**config.mk**
```make
export PLATFORM = sky130hd
export DESIGN_NAME = udp_pic_depacketizer
export DESIGN_NICKNAME = d
export VERILOG_FILES = /design/src/rtl/udp_pic_depacketizer.sv
export SDC_FILE = /design/constraint.sdc
export NUM_CORES = 1
export LEC_CHECK = 0
export CORE_UTILIZATION = 35
export DETAILED_ROUTE_END_ITERATION = 8
export PLACE_DENSITY = 0.64
export RECOVER_POWER = 25
export SLEW_MARGIN = 20
export SYNTH_ARGS = -nofsm -noshare
export SYNTH_HDL_FRONTEND = slang
export SYNTH_SLANG_ARGS = --single-unit
```
**constraint.sdc**
```tcl
create_clock -name rgmii_clk -period 5.28 [get_ports rgmii_clk]
set_input_delay 0.792 -clock rgmii_clk [delete_from_list [all_inputs] [get_ports rgmii_clk]]
set_output_delay 0.792 -clock rgmii_clk [all_outputs]
set_load 0.005 [all_outputs]
```
**src/rtl/udp_pic_depacketizer.sv**
```systemverilog
// Strips the 6-byte picture header from UDP payloads, checks magic and byte offset continuity,
// and forwards RGB565 pixel bytes with start/done markers; rejected packets are counted.
module udp_pic_depacketizer #(
    parameter int unsigned PIC_BYTES = 12800,
    parameter logic [15:0] MAGIC     = 16'h55AA,
    parameter int unsigned CNT_W     = 16
) (
    input  logic             rgmii_clk,
    input  logic             rst,
    input  logic [7:0]       udp_rx_data,
    input  logic             udp_rx_en,
    input  logic             udp_rx_done,
    output logic [7:0]       pix_data,
    output logic             pix_en,
    output logic             pix_sof,
    output logic             frame_done,
    output logic [7:0]       frame_id,
    output logic [CNT_W-1:0] drop_cnt
);
    localparam logic [CNT_W-1:0] PIC_LEN  = CNT_W'(PIC_BYTES);
    localparam logic [CNT_W-1:0] PIC_LAST = CNT_W'(PIC_BYTES - 1);

    typedef enum logic [1:0] {HDR, PAYLOAD, DROP} state_t;

    state_t           state;
    logic [2:0]       hdr_idx;
    logic [7:0]       hdr_b0;
    logic [7:0]       hdr_fid;
    logic             hdr_sof;
    logic [7:0]       hdr_off_hi;
    logic [CNT_W-1:0] exp_off;
    logic             synced;
    logic             pic_full;
    logic             last_fwd;

    logic [15:0]      rx_off;
    logic             off_match;

    // Offset is complete when its low byte (b5) is on the bus.
    assign rx_off    = {hdr_off_hi, udp_rx_data};
    assign off_match = (CNT_W'(rx_off) == exp_off);

    always_ff @(posedge rgmii_clk) begin
        if (rst) begin
            state      <= HDR;
            hdr_idx    <= '0;
            hdr_b0     <= '0;
            hdr_fid    <= '0;
            hdr_sof    <= 1'b0;
            hdr_off_hi <= '0;
            exp_off    <= '0;
            synced     <= 1'b0;
            pic_full   <= 1'b0;
            last_fwd   <= 1'b0;
            pix_data   <= '0;
            pix_en     <= 1'b0;
            pix_sof    <= 1'b0;
            frame_done <= 1'b0;
            frame_id   <= '0;
            drop_cnt   <= '0;
        end else begin
            pix_en     <= 1'b0;
            pix_sof    <= 1'b0;
            frame_done <= last_fwd;
            last_fwd   <= 1'b0;

            case (state)
                HDR: begin
                    if (udp_rx_done) begin
                        // Payload ended before the header was complete.
                        if (drop_cnt != '1) drop_cnt <= drop_cnt + CNT_W'(1);
                        hdr_idx <= '0;
                    end else if (udp_rx_en) begin
                        hdr_idx <= hdr_idx + 3'd1;
                        case (hdr_idx)
                            3'd0: hdr_b0 <= udp_rx_data;
                            3'd1: if ({hdr_b0, udp_rx_data} != MAGIC) state <= DROP;
                            3'd2: hdr_fid <= udp_rx_data;
                            3'd3: hdr_sof <= udp_rx_data[0];
                            3'd4: hdr_off_hi <= udp_rx_data;
                            3'd5: begin
                                if (hdr_sof && rx_off == 16'd0) begin
                                    // A SOF packet always (re)starts the picture, even mid-frame.
                                    exp_off  <= '0;
                                    synced   <= 1'b1;
                                    frame_id <= hdr_fid;
                                    state    <= PAYLOAD;
                                end else if (!hdr_sof && synced && off_match) begin
                                    state <= PAYLOAD;
                                end else begin
                                    if (!off_match) synced <= 1'b0;
                                    state <= DROP;
                                end
                            end
                            default: ;
                        endcase
                    end
                end

                PAYLOAD: begin
                    if (udp_rx_done) begin
                        state    <= HDR;
                        hdr_idx  <= '0;
                        pic_full <= 1'b0;
                    end else if (udp_rx_en && !pic_full && exp_off < PIC_LEN) begin
                        pix_en   <= 1'b1;
                        pix_data <= udp_rx_data;
                        pix_sof  <= (exp_off == '0);
                        if (exp_off == PIC_LAST) begin
                            // Picture complete: swallow any trailing bytes of this packet.
                            exp_off  <= '0;
                            synced   <= 1'b0;
                            pic_full <= 1'b1;
                            last_fwd <= 1'b1;
                        end else begin
                            exp_off <= exp_off + CNT_W'(1);
                        end
                    end
                end

                DROP: begin
                    if (udp_rx_done) begin
                        if (drop_cnt != '1) drop_cnt <= drop_cnt + CNT_W'(1);
                        state   <= HDR;
                        hdr_idx <= '0;
                    end
                end

                default: state <= HDR;
            endcase
        end
    end
endmodule
```
# Word level (Yosys, flattened, before mapping)
# Cells that the tools add are included.
# totals
mem_count	0
ff_bits	84
romBits	0
output_inout_bits	35
latch_bits	0
ram_bits	0
word_cells	113
in_bits	12
# classes
n_bitwise	3
n_mux	35
div	0
multipliers	0
magnitude_cmp	1
n_addsub	3
eq_ne	24
n_shift	0
n_reduce_logical	31
# ops
operator	count
$mux W16	7
$add A16 B1 Y16 const B	2
$logic_not A16 Y1	2
$pmux W16 S2	1
$eq A16 B14 Y1 const B	1
$eq A16 B16 Y1	1
$lt A16 B14 Y1 const B	1
$ne A16 B15 Y1 const B	1
$ne A16 B16 Y1 const B	1
$reduce_and A4 Y1	4
$mux W1	14
$mux W2	6
$ne A2 B2 Y1 const B	6
$ne A3 B3 Y1 const B	4
$reduce_and A3 Y1	4
$reduce_and A5 Y1	2
$mux W3	3
$reduce_and A9 Y1	1
$pmux W2 S2	2
$reduce_bool A2 Y1	4
$reduce_and A7 Y1	1
$eq A3 B2 Y1 const B	2
$eq A3 B3 Y1 const B	2
$pmux W3 S2	1
15 further kinds	24

# Depth between registers and ports, before layout
# Gate-level depths: netlist of run 1.
# logic_depth
word_depth	9
depth_mapped	9
mapped_depth_nobuf	7

# Worst setup path after synthesis of run 1
# Ideal clock, no wire load.
# synth_path
path_kind	input to register
start	in udp_rx_data[0]
end	reg synced
n_path_buf	2
t_arrival_ns	2.304
path_slack_ns	2.904
stages	7
setup_time_ns	0.072
cell_sequence	clkbuf_1 > nor4_1 > and3_1 > a21oi_2 > buf_2 > a211oi_1 > mux2i_1
# synth_via
elab_chain_len	7
elab_cells_between_ends	12
cone_classes	3 x eq/ne; 5 x mux; 4 x reduce/logical
# synth_lines
element	line	text
start, declared	10	input logic [7:0] udp_rx_data,
$logic_not A16 Y1	82	if (hdr_sof && rx_off == 16'd0) begin
$logic_and A1 B1 Y1	82	
$mux W1	82	
$mux W1	75	case (hdr_idx)
$mux W1	73	end else if (udp_rx_en) begin
$mux W1	69	if (udp_rx_done) begin
$pmux W1 S2	67	case (state)
end signal, assigned	85	synced <= 1'b1;
end signal, assigned	91	if (!off_match) synced <= 1'b0;
end signal, assigned	112	synced <= 1'b0;
end, declared	32	logic synced;
# Several ways; a longest one is shown, not always the timed one. The select of a mux whose other input is x is not followed.
# A chain may end at the register's enable or synchronous reset.

# Final worst setup path of run 1
# layout_path
start	in udp_rx_done
end	reg drop_cnt[15]
# layout_via
elab_chain_len	1
# layout_lines
element	line	text
start, declared	12	input logic udp_rx_done,
$reduce_and A3 Y1 (no source line)	--	
end signal, assigned	71	if (drop_cnt != '1) drop_cnt <= drop_cnt + CNT_W'(1);
end signal, assigned	123	if (drop_cnt != '1) drop_cnt <= drop_cnt + CNT_W'(1);
end, declared	18	output logic [CNT_W-1:0] drop_cnt
# Every way passes these cells.

==> impl_metrics.py, run 1 <==
metrics = {
    "critical_path": {
        "critPathLaunch": "udp_rx_done",
        "arrival_ns": 3.22,
        "critPathLaunchType": "primary input",
        "criticalPathCategory": "in2reg",
        "end_kind": "register",
        "reg2reg_depth": 6,
        "worstPathRequired_ns": 5.54,
        "cp_max_fo": 12,
        "r2r-start": "exp_off[0]",
    },
    "yosys": {
        "ys_warn_count": 0,
        "synth_xor_area_share_pct": 5.53,
        "synth-adder-area-share_pct": 3.34,
        "syn_area_per_cell_um2": 9.10,
        "synth_flop_cell": "dfxtp_1",
        "yosysTopAreaCellShare_pct": 40.9,
        "netlist_area_um2": 4120,
        "synth_seq_cells": 84,
        "ys_seq_area_share_pct": 40.9,
        "synth_common_cells": "dfxtp_1 (84), nor2_1 (62), mux2i_1 (41)",
        "syn_inst": 452,
        "synth_edf_count": 0,
        "synthMuxAreaShare_pct": 10.2,
        "synth_compound_area_share_pct": 13.2,
        "synthTopCellsByArea": "dfxtp_1 (41%), mux2i_1 (10%), nor2_1 (5.7%)",
        "synth_top_family_by_area": "simple AND/OR/NAND/NOR gates",
        "yosysMostFrequentCell": "dfxtp_1",
        "ys_types": 60,
        "synth-async-reset-ratio_pct": 0,
        "synth_simple_gate_area_share_pct": 22.4,
        "syn_nets": 475,
        "yosysTopAreaCell": "dfxtp_1",
    },
    "worst_hold_path": {
        "holdCritPathClass": "reg2reg",
        "hold-path-cell-count": 1,
        "holdCritStartpoint": "last_fwd",
    },
    "global_routing": {
        "grt-ovfl-total": 0,
        "grt_pass1_wl_mm": 16.2,
        "grt_pass1_vias": 3286,
        "grt_use_total_pct": 16.2,
        "grt_antenna_before_repair": 0,
        "grt_max_degree": 75,
    },
    "timing": {
        "holdWs_ns": 0.457,
        "setup_slack_ns": 2.32,
        "rsz0062_at_grt": "no",
        "hold_viol": 0,
        "slew_headroom_pct": 26.5,
        "fin_crit_sh_pct": 56.1,
        "setup_violations": 0,
        "tightest_slew_ns": 1.10,
        "tns_ns": 0,
        "fmax_mhz": 338,
        "final_max_slew_viol_count": 0,
        "fin_crit_ns": 2.96,
        "fin_skew_ns": 0.00440,
    },
    "detailed_routing": {
        "via_count": 3471,
        "drt_iter0_markers": 180,
        "wl_met1_mm": 4.56,
        "route.detailed.drc": 0,
        "wl_per_cell_um": 15.5,
        "wl_met2_mm": 4.68,
        "top_layer": "met4",
        "dr.pass1.iters": 5,
        "met3_length_um": 452,
        "routed_wl_mm": 9.81,
        "drt-vias-per-instance": 5.50,
        "antenna_left": 0,
    },
    "die": {
        "initial_utilization_pct": 36.0,
        "die_h_um": 110,
        "dieArea_um2": 12200,
        "num_rows": 39,
        "core_um2": 11400,
        "die_w_um": 110,
        "ios": 47,
    },
    "cts": {
        "cts.sinks": 84,
        "ctsResizeCount": 0,
        "clk_pin_slew_ns": 0.06,
        "cts_htree_levels": 3,
        "postCtsSetupBuffers": 0,
        "clock-root-buffer": "clkbuf_16",
        "clkLatencyLatePin_ns": 0.34,
        "cts.path.max_buffers": 2,
        "cts_made_buffers": 9,
        "cts_hold_buf": 0,
        "cts_tree": "built",
    },
    "layout": {
        "fill_cells": 1140,
        "nets": 506,
        "syn2layout_area_growth_pct": 20.4,
        "n_antenna_cell": 0,
        "final_util_pct": 43.4,
        "design_area_um2": 4950,
        "drive_gt1_share_pct": 7.58,
    },
    "power": {
        "peakVddDrop_mv": 0.129,
        "power_leakage_nw": 1.94,
        "power_density_nw_per_um2": 282,
    },
    "placement": {
        "hpwl_mm": 6.72,
        "place_area_um2": 4630,
        "place_ws_ns": 2.05,
        "place_congestion": 0.856,
        "io_buffers": 46,
    },
    "job": {
        "maxCapViolCount": 0,
    },
    "run_status": {
        "outcome": "complete, no violations",
    },
}
## through the flow
step / instances / total power, mW
final: 631 / 1.40
after global routing: 631 / 1.45
after floorplan: 452 / 0.701
after detailed placement: 615 / 0.727
after global placement: 615 / 0.725
after CTS: 631 / 1.41
## logic make-up after synthesis
group                      Yosys count
buffers and inverters               42
DFF                                 84
muxes                               42
and+or+nand+nor                    175
adders and majority gates           11
AOI/OAI and AO/OA                   72
xor gates and xnor gates            26
## placed cells by master (no fill, tap or decap), drive strengths merged, types with 4 or more instances in the layout
cell type,synthesis,layout
a21oi,15,15
a31oi,4,4
clkbuf,20,9
clkdlybuf4s50,0,20
dfxtp,84,84
dlygate4sd3,0,25
ha,11,11
inv,15,16
mux2i,41,41
nand2,18,18
nand3,15,15
nand4,16,16
nor2,62,62
nor2b,5,5
nor3,18,18
nor4,13,13
o21a,6,6
o21ai,12,12
o221a,7,7
o31ai,4,4
or3,7,7
xnor2,16,16
xor2,10,10
## metal layers
metal / global-route usage [%] / vias up
met4: 4.89 / 0
met5: 0 / -
met1: 20.8 / 1667
met2: 27.0 / 94
li1: - / 1702
met3: 3.51 / 8
## registers in the layout (all words and copies together) (netlist names), 2 cells and up
| signal | count |
|---|---|
| state | 2 |
| hdr_b0 | 8 |
| hdr_off_hi | 8 |
| frame_id | 8 |
| hdr_idx | 3 |
| drop_cnt | 16 |
| pix_data | 8 |
| hdr_fid | 8 |
| exp_off | 16 |
## worst max-delay path: stages
cell           delay, ns
dlygate4sd3_1       0.78
o21ai_0             0.28
nor3_1              0.64
o21ai_0             0.21
or3_1               0.39
a21oi_1             0.14
## worst paths after layout
path / endpoint / slack (ns)
setup / recovery: drop_cnt[15] / 2.32
hold / removal: frame_done / 0.46
setup reg to reg: exp_off[12] / 2.85
hold reg to reg: frame_done / 0.46
## report_power, final
part / leakage [nW] / switching, mW / total, mW / internal [mW]
combinational: 1.10 / 0.0404 / 0.0668 / 0.0264
sequential: 0.678 / 0.00513 / 0.645 / 0.640
clock: 0.154 / 0.268 / 0.685 / 0.418
## layout make-up
class,instances,area (µm²),share of cell area (%)
clock inverter,7,100,2.02
inverter,15,56.3,1.14
tap,143,179,3.61
timing repair buffer,47,463,9.34
sequential,84,1680,33.9
multi-input combinational,326,2250,45.4
clock buffer,9,225,4.55
(Power assumes the default switching activity.)
==> run 2, diff against run 1 <==
- clock period: 5.28 -> 2.9 ns (I/O delays scaled with it)
==> impl_metrics.py, run 2 (synthesis results as in run 1) <==
metrics = {
    "layout": {
        "reg_top3": "drop_cnt (16), exp_off (16)",
        "fill_cells": 1134,
        "nets": 517,
        "syn2layout_area_growth_pct": 22.3,
        "final_util_pct": 44.1,
        "final_cell_mix": "dfxtp_1 (84), nor2_1 (62), mux2i_1 (41), dlygate4sd3_1 (27)",
        "n_antenna_cell": 0,
        "final_common_cell": "dfxtp_1",
        "final_cells": 642,
        "drive_gt1_share_pct": 9.42,
    },
    "die": {
        "initial_utilization_pct": 36.0,
        "num_rows": 39,
        "ios": 47,
        "die_h_um": 110,
        "core_um2": 11400,
        "dieArea_um2": 12200,
        "die_w_um": 110,
    },
    "detailed_routing": {
        "antenna_left": 0,
        "drt-vias-per-instance": 5.44,
        "wl_per_cell_um": 15.6,
        "dr.pass1.iters": 4,
        "routed_wl_mm": 10.0,
        "route.detailed.drc": 0,
        "drt_iter0_markers": 179,
        "via_count": 3492,
    },
    "cts": {
        "cts_htree_levels": 3,
        "clock-root-buffer": "clkbuf_16",
        "ctsResizeCount": 0,
        "cts.path.max_buffers": 2,
        "clkLatencyLatePin_ns": 0.34,
        "postCtsSetupBuffers": 0,
        "cts_made_buffers": 9,
        "cts.sinks": 84,
        "cts_tree": "built",
        "clk_pin_slew_ns": 0.06,
        "cts_hold_buf": 0,
    },
    "timing": {
        "slew_headroom_pct": 23.9,
        "tightest_slew_ns": 1.14,
        "final_max_slew_viol_count": 0,
        "fmax_mhz": 418,
        "setup_violations": 0,
        "hold_viol": 0,
        "tns_ns": 0,
        "fin_crit_ns": 2.39,
        "fin_skew_ns": 0.00537,
        "fin_crit_sh_pct": 82.5,
        "rsz0062_at_grt": "no",
        "setup_slack_ns": 0.509,
    },
    "worst_hold_path": {
        "holdCritPathClass": "reg2reg",
        "holdCritStartpoint": "synced",
    },
    "placement": {
        "place_inst": 626,
        "io_buffers": 46,
        "hpwl_mm": 7.11,
        "place_congestion": 0.864,
        "place_ws_ns": 0.258,
    },
    "critical_path": {
        "critPathLaunch": "state[1]",
        "r2r-start": "state[1]",
        "arrival_ns": 2.65,
        "path_cells": "inv_1 -> ha_1 -> nor2b_1 -> nand4_2 -> a211o_1 -> or4b_1 -> a21oi_1",
        "cp_max_fo": 11,
        "crit_slowest_cell": "or4b_1",
        "criticalPathCategory": "reg2reg",
        "worstPathRequired_ns": 3.16,
        "worst_path_largest_cell_delay_ns": 0.53,
        "end_kind": "register",
        "regToRegSetupSlack_ns": 0.51,
        "critPathLaunchType": "register",
    },
    "global_routing": {
        "grt_pass1_wl_mm": 16.6,
        "grt-ovfl-total": 0,
        "grt_max_degree": 58,
        "grt_antenna_before_repair": 0,
        "grt_use_total_pct": 16.8,
        "grt_pass1_vias": 3299,
    },
    "run_status": {
        "outcome": "complete, no violations",
    },
    "job": {
        "maxCapViolCount": 0,
    },
    "power": {
        "peakVddDrop_mv": 0.285,
        "p_total_mw": 2.55,
        "power_leakage_nw": 2.00,
        "power_density_nw_per_um2": 507,
    },
}
run 2: cell count changes in the layout (fill, tap and decap cells not counted), moves of 2 or more:
cell / before / now
buf_4: 1 / 11
clkbuf_1: 0 / 2
clkdlybuf4s50_1: 20 / 18
dlygate4sd3_1: 25 / 27
run 2: worst max-delay path, delay by kind of cell, from the launching register on:
| kind | cells | cell delay [ns] |
|---|---|---|
| DFF | 1 | 0.32 |
| buffers and inverters | 1 | 0.09 |
| AOI/OAI and AO/OA | 2 | 0.58 |
| adders and majority gates | 1 | 0.43 |
| and+or+nand+nor | 3 | 0.90 |
run 2: power breakdown:
group          total, mW  switching, mW  internal, mW
logic              0.131         0.0765        0.0543
registers           1.17        0.00891          1.17
clock network       1.25          0.480         0.765
run 2: worst paths after layout:
check	endpoint	depth (start not counted)
max	exp_off[9]	7
min	synced	2
max reg2reg	exp_off[9]	7
min reg2reg	synced	2
run 2: cell type report:
cell class / instances / area [µm²] / area share (%)
inverters: 15 / 56.3 / 1.12
flip-flops and latches: 84 / 1680 / 33.4
well taps: 143 / 179 / 3.55
repair buffers: 58 / 542 / 10.8
multi-input cells: 326 / 2250 / 44.7
clock inverters: 6 / 96.3 / 1.91
clock buffers: 10 / 229 / 4.55
run 2: layer usage:
layer	part of all wire, %	vias to the layer above	GRT usage (%)
met5	0	-	0
met4	2.9	0	8.53
met3	4.1	22	3.07
met2	46	76	25.5
met1	47	1667	22.6
li1	-	1727	-
run 2: through the flow:
step	instance area (µm²)	hold WS, ns
detailed placement	4710	0.456
global placement	4710	0.441
CTS	5040	0.467
finish	5030	0.467
floorplan	4120	0.414
global route	5030	0.482
